--- config.mk ---
export PLATFORM = sky130hd
export DESIGN_NAME = ttl_mux_registered
export DESIGN_NICKNAME = d
export VERILOG_FILES = /design/src/rtl/ttl_mux_registered.sv
export SDC_FILE = /design/constraint.sdc
export NUM_CORES = 1
export LEC_CHECK = 0
export CAP_MARGIN = 20
export CORE_MARGIN = 8
export CORE_UTILIZATION = 48
export DETAILED_ROUTE_END_ITERATION = 7
export MAX_ROUTING_LAYER = met4
export PLACE_DENSITY = 0.78
export SLEW_MARGIN = 20
export SYNTH_ARGS = -nofsm -noshare
export SYNTH_HDL_FRONTEND = slang
export SYNTH_SLANG_ARGS = --single-unit
--- constraint.sdc ---
create_clock -name Clk -period 3.5 [get_ports Clk]
set_input_delay 0.7 -clock Clk [delete_from_list [all_inputs] [get_ports Clk]]
set_output_delay 0.7 -clock Clk [all_outputs]
set_load 0.05 [all_outputs]
--- src/rtl/ttl_mux_registered.sv ---
// Registered N-block, M-input data selector with stored inputs, registered select and auto-scan.
// Optional feature: define TTL_MUX_PARITY_EN to build the registered output-parity flag.
module ttl_mux_registered #(
    parameter int unsigned BLOCKS       = 4,
    parameter int unsigned WIDTH_IN     = 4,
    parameter int unsigned WIDTH_SELECT = $clog2(WIDTH_IN),
    parameter bit          INVERT       = 1'b1,
    parameter int unsigned DELAY_RISE   = 0,
    parameter int unsigned DELAY_FALL   = 0
) (
    input  logic                         Clk,
    input  logic                         Clear,
    input  logic                         Enable_bar,
    input  logic                         Store_bar,
    input  logic                         Load_select,
    input  logic                         Auto,
    input  logic [WIDTH_SELECT-1:0]      Select,
    input  logic [BLOCKS*WIDTH_IN-1:0]   A_2D,
    output logic [BLOCKS-1:0]            Y,
    output logic [WIDTH_SELECT-1:0]      Index,
    output logic                         Valid,
    output logic                         Wrap,
    output logic                         Parity
);

    localparam logic [WIDTH_SELECT-1:0] LastSel = WIDTH_SELECT'(WIDTH_IN - 1);

    logic [BLOCKS-1:0]       data_q [WIDTH_IN];
    logic [WIDTH_SELECT-1:0] sel_q;
    logic [WIDTH_SELECT-1:0] sel_d;
    logic [BLOCKS-1:0]       y_q;
    logic [BLOCKS-1:0]       y_d;
    logic [BLOCKS-1:0]       rd_word;
    logic                    valid_q;
    logic                    wrap_q;
    logic                    wrap_d;

    // Explicit compare mux keeps non-power-of-two depths free of out-of-range indexing.
    always_comb begin
        rd_word = '0;
        for (int k = 0; k < WIDTH_IN; k++) begin
            if (sel_q == WIDTH_SELECT'(k)) begin
                rd_word = data_q[k];
            end
        end
    end

    always_comb begin
        sel_d  = sel_q;
        wrap_d = 1'b0;
        if (Load_select) begin
            sel_d = (Select <= LastSel) ? Select : '0;
        end else if (Auto) begin
            if (sel_q == LastSel) begin
                sel_d  = '0;
                wrap_d = 1'b1;
            end else begin
                sel_d = sel_q + 1'b1;
            end
        end
        y_d = Enable_bar ? '0 : rd_word;
    end

`ifdef TTL_MUX_PARITY_EN
    logic parity_q;
`endif

    always_ff @(posedge Clk) begin
        if (Clear) begin
            for (int k = 0; k < WIDTH_IN; k++) begin
                data_q[k] <= '0;
            end
            sel_q   <= '0;
            y_q     <= '0;
            valid_q <= 1'b0;
            wrap_q  <= 1'b0;
`ifdef TTL_MUX_PARITY_EN
            parity_q <= 1'b0;
`endif
        end else begin
            if (!Store_bar) begin
                for (int k = 0; k < WIDTH_IN; k++) begin
                    data_q[k] <= A_2D[k*BLOCKS +: BLOCKS];
                end
            end
            sel_q   <= sel_d;
            y_q     <= y_d;
            valid_q <= ~Enable_bar;
            wrap_q  <= wrap_d;
`ifdef TTL_MUX_PARITY_EN
            parity_q <= ^y_d;
`endif
        end
    end

`ifdef TTL_MUX_PARITY_EN
    assign Parity = parity_q;
`else
    assign Parity = 1'b0;
`endif

    assign Y     = INVERT ? ~y_q : y_q;
    assign Index = sel_q;
    assign Valid = valid_q;
    assign Wrap  = wrap_q;

endmodule

==> metrics.cfg, run 1 <==
[run_status]
status = finished, final reports clean

[sta]
max_slew.worst_pin.slew_ns = 0.753
setup_viol = 0
drv_slew = 0
rsz0062_at_grt = false
hold_ws_ns = 0.513
maxSlewHeadroom_pct = 49.8
min_period_ns = 2.30
hold_viol = 0
tns_ns = 0
finalClockSkew_ns = 0.00291
clock.fmax_mhz = 434
final.period_utilization_pct = 65.8

[clocking]
path_clk_slew_ns = 0.13
postCtsResizedCells = 0
cts_root_buffer = clkbuf_4
cts_buffer_depth = 2
cts_setup_buffers = 0
clock_sinks = 24
cts_buffers = 3
cts_tree = built
htree_levels = 1
cts_hold_buf = 0
clk_latency_ns = 0.31

[logic_synthesis]
synthCells = 86
post_synth.cell_area_avg_sq_um = 12.5
synth-edff-count = 16
synth.distinct_cells = 27
ys_async_sr_fraction_pct = 0
syn_area_sq_mm = 0.00107
yosysSeqAreaShare_pct = 59.7
syn-num-nets = 114
synth_flop_cell = edfxtp_1
synth_warnings = 0
yosys_register_bits = 24

[power]
combPwrFrac_pct = 18.9
clkPwrFrac_pct = 21.9
switching_share_pct = 25.8
cellLeakagePower_nw = 0.550
p_seq_share_pct = 59.2
p_switching_uw = 145
ir_worst_vdd_mv = 0.269
p_int_uw = 417
powerDensity_mw_per_mm2 = 393

[setup_path]
ff2ff_setup_slack_ns = 1.94
crit_fanout = 6
crit_required_ns = 2.80
cp_num_buf_inv = 1
worstSetupPathType = register to primary output
cp-end-kind = primary output
crit_path_start_kind = register
path_cells = clkdlybuf4s50_1
critical_path.top_delay_family = buffers and inverters
max_stage_delay_ns = 0.84
crit_slowest_cell = clkdlybuf4s50_1
cp.arrival_ns = 1.60

[routing]
wl_per_cell_um = 14.5
dr.first_iter.drc_count = 18
drt.antenna.violating_nets = 0
drc = 0
vias_per_cell = 5.03
dr.pass1.iters = 4
postRouteWirelength_um = 2120
vias = 734

[floorplan]
core_area_sq_mm = 0.00217
die_area_sq_mm = 0.00400
row_count = 17
die_w_um = 63.3
io_pins = 33
die_h_um = 63.3
start_util_pct = 49.4

[finish]
antennaDiodeCount = 0
drive_gt1_share_pct = 8.47
fin_nets = 147
area_delta_synth_final_pct = 33.1
final_cell_mix = 31 x clkdlybuf4s50_1, 16 x and2_1, 16 x edfxtp_1, 8 x dfxtp_1, 7 x nor2b_1
final_common_cell = clkdlybuf4s50_1

[grt]
grt_pass1_vias = 768
grt_max_degree = 17
grt.overflow.total = 0
grt.total_usage_pct = 11.0
antenna_found_initial = 0
grt_pass1_wl_um = 3480

[placed_design]
hpwl_um = 1680
place_congestion = 0.741
portBuffers = 31

[min_path]
min-delay-path-class = register to register

[run]
maxCapViolCount = 0

==> flip-flops by register name, indices dropped and copies added (netlist names) <==
register and count:
y_q 4, Valid 1, data_q 16, Wrap 1, Index 2
==> cell type report <==
class / count / area, sq um
Clock inverter: 1 / 3.75
Multi-Input combinational cell: 52 / 389
Timing Repair Buffer: 31 / 310
Fill cell: 167 / 742
Tap cell: 28 / 35.0
Sequential cell: 24 / 641
Clock buffer: 3 / 22.5
Inverter: 7 / 26.3
==> layer usage <==
| metal | vias to the layer above | track usage, % | part of all wire, % |
|---|---|---|---|
| li1 | 364 | - | - |
| met1 | 344 | 11.9 | 40 |
| met2 | 24 | 19.1 | 54 |
| met3 | 2 | 3.00 | 4.9 |
| met4 | 0 | 3.34 | 0.99 |
| met5 | - | - | 0 |
==> cell families (layout without fill, tap and decap cells) <==
group	after synthesis	count (layout)	synth area share, %
flops	24	24	59.7
compound gates	10	10	9.57
mux	2	2	1.98
buf+inv	10	42	3.97
simple gates	35	35	19.7
fa+ha+maj	4	4	4.67
other cells	1	1	0.350
==> cell usage after synthesis, types with 2 or more instances <==
master	instances	area, sq um
and2_1	16	100
edfxtp_1	16	480
dfxtp_1	8	160
nor2b_1	7	43.8
inv_1	6	22.5
ha_1	4	50.1
a221oi_1	3	26.3
nand3_1	3	15.0
o41ai_2	3	48.8
nor2_1	2	7.51
nor3_1	2	10.0
==> power by group through the flow <==
stage | combinational, mW | clock (mW) | sequential (mW)
3_5_place_dp | 0.106 | 0 | 0.339
4_1_cts | 0.107 | 0.123 | 0.333
3_3_place_gp | 0.103 | 0 | 0.337
6_report | 0.106 | 0.123 | 0.332
5_1_grt | 0.115 | 0.139 | 0.334
2_1_floorplan | 0.0517 | 0 | 0.345
==> through the flow <==
stage	setup slack [ns]	power, mW	std cells	util, %	instance area (sq um)
floorplan	1.83	0.396	86	-	1070
global placement	1.26	0.440	142	64.6	1400
detailed placement	1.19	0.445	142	64.6	1400
CTS	1.19	0.562	146	65.8	1430
global route	1.13	0.588	146	65.8	1430
finish	1.20	0.562	146	65.8	1430
==> worst paths after layout <==
kind                    to          from  cells past startpoint
setup / recovery  Index[0]      Index[0]                      1
hold / removal      y_q[2]  data_q[3][2]                      2
hold reg to reg     y_q[2]  data_q[3][2]                      2
setup reg to reg    y_q[3]      Index[0]                      5
No activity file was read; power rests on OpenSTA's default activity.
==> run 2, diff against run 1 <==
CORE_UTILIZATION = 45   (was 48)
PLACE_DENSITY = 0.73   (was 0.78)
clock period = 2.25 ns   (was 3.5 ns; I/O delays follow)
==> metrics.cfg, run 2 (synthesis gave the netlist of run 1 again) <==
[run_status]
status = finished, final reports clean

[sta]
min_period_ns = 2.03
clock.fmax_mhz = 493
worst_slack_ns = 0.220
finalClockSkew_ns = 0.00114
rsz0062_at_grt = false
tns_ns = 0
max_slew.worst_pin.slew_ns = 0.504
setup_viol = 0
hold_viol = 0
drv_slew = 0
maxSlewHeadroom_pct = 66.3
final.period_utilization_pct = 90.2

[floorplan]
core_area_sq_mm = 0.00223
start_util_pct = 48.0
row_count = 17
io_pins = 33
die_w_um = 64.8
die_area_sq_mm = 0.00420
die_h_um = 64.8

[setup_path]
path_cells = clkdlybuf4s50_1
worstSetupPathType = register to primary output
crit_path_start_kind = register
cp_num_buf_inv = 1
critical_path.top_delay_family = buffers and inverters
cp-end-kind = primary output
crit_required_ns = 1.80
cp.arrival_ns = 1.58
max_stage_delay_ns = 0.84
crit_slowest_cell = clkdlybuf4s50_1
crit_fanout = 6

[clocking]
cts_tree = built
htree_levels = 1
path_clk_slew_ns = 0.13
cts_setup_buffers = 0
cts_buffer_depth = 2
clock_sinks = 24
cts_hold_buf = 0
cts_buffers = 3
cts_root_buffer = clkbuf_4
postCtsResizedCells = 0
clk_latency_ns = 0.30

[placed_design]
dp_slack_ns = 0.498
placedCellCount = 143
portBuffers = 31
dpl-instance-area_sq_mm = 0.00141
hpwl_um = 1560
place_congestion = 0.821

[grt]
grt_max_degree = 17
antenna_found_initial = 0
grt_pass1_vias = 742
grt.overflow.total = 0
grt.total_usage_pct = 10.1
grt_pass1_wl_um = 3280

[finish]
fin_nets = 148
largest_reg_flops = 16
drive_gt1_share_pct = 10.1
multi_input_area_sq_um = 389
top_register = data_q
antennaDiodeCount = 0
final_common_cell = clkdlybuf4s50_1
final_cell_mix = 31 x clkdlybuf4s50_1, 16 x and2_1, 16 x edfxtp_1, 8 x dfxtp_1, 7 x nor2b_1
stdcell_area_sq_mm = 0.00145
area_delta_synth_final_pct = 34.8
regArea_sq_um = 641
fin_cells = 147
fillers = 181

[power]
powerDensity_mw_per_mm2 = 623
power_uw = 900
cellLeakagePower_nw = 0.560
ir_worst_vdd_mv = 0.455

[routing]
wl_per_cell_um = 13.2
dr.first_iter.drc_count = 24
drt.antenna.violating_nets = 0
vias = 704
vias_per_cell = 4.79
drc = 0
postRouteWirelength_um = 1950
dr.pass1.iters = 3

[run]
maxCapViolCount = 0

[min_path]
min-delay-path-class = register to register

==> run 2: changes by cell type in the layout (fill, tap and decap cells not counted) <==
cell,change
clkbuf_8,+1
buf_4,+1
clkinv_1,-1
==> run 2: routing by layer <==
| layer | track usage [%] | share of wire [%] | vias up |
|---|---|---|---|
| met5 | - | 0 | - |
| met4 | 7.36 | 2.8 | 0 |
| met3 | 3.78 | 7.5 | 6 |
| met2 | 14.5 | 45 | 31 |
| met1 | 11.3 | 44 | 302 |
| li1 | - | - | 365 |
==> run 2: where the power goes <==
| part | leakage (nW) | internal, mW | switching, mW |
|---|---|---|---|
| Clock | 0.0210 | 0.0986 | 0.123 |
| Sequential | 0.238 | 0.503 | 0.0122 |
| Combinational | 0.301 | 0.0807 | 0.0825 |
==> run 2: worst paths after layout <==
kind | end | slack [ns] | depth (start not counted) | start
min reg2reg | y_q[1] | 0.50 | 1 | data_q[3][1]
max reg2reg | y_q[0] | 0.76 | 5 | Index[1]
max | Index[0] | 0.22 | 1 | Index[0]
min | y_q[1] | 0.50 | 1 | data_q[3][1]
==> run 2: stage by stage <==
stage                     util [%]  hold WS, ns
final                         64.7        0.504
after global placement        63.1        0.478
after global routing          64.7        0.519
after detailed placement      63.1        0.480
after floorplan                  -        0.455
after CTS                     64.7        0.507
==> run 2: worst reg2reg max path: cells and delay by family (launching register included) <==
family	cells	cell delay (ns)
AOI/OAI and AO/OA	2	0.42
adders and majority gates	1	0.25
buffers and inverters	1	0.08
DFF	1	0.43
and+or+nand+nor	1	0.23
==> run 2: cell type report <==
class                           count  share of cell area, %
Sequential cell                    24                   44.3
Multi-Input combinational cell     52                   26.9
Timing Repair Buffer               32                   22.0
Clock buffer                        4                   2.51
Tap cell                           28                   2.42
Inverter                            7                   1.82
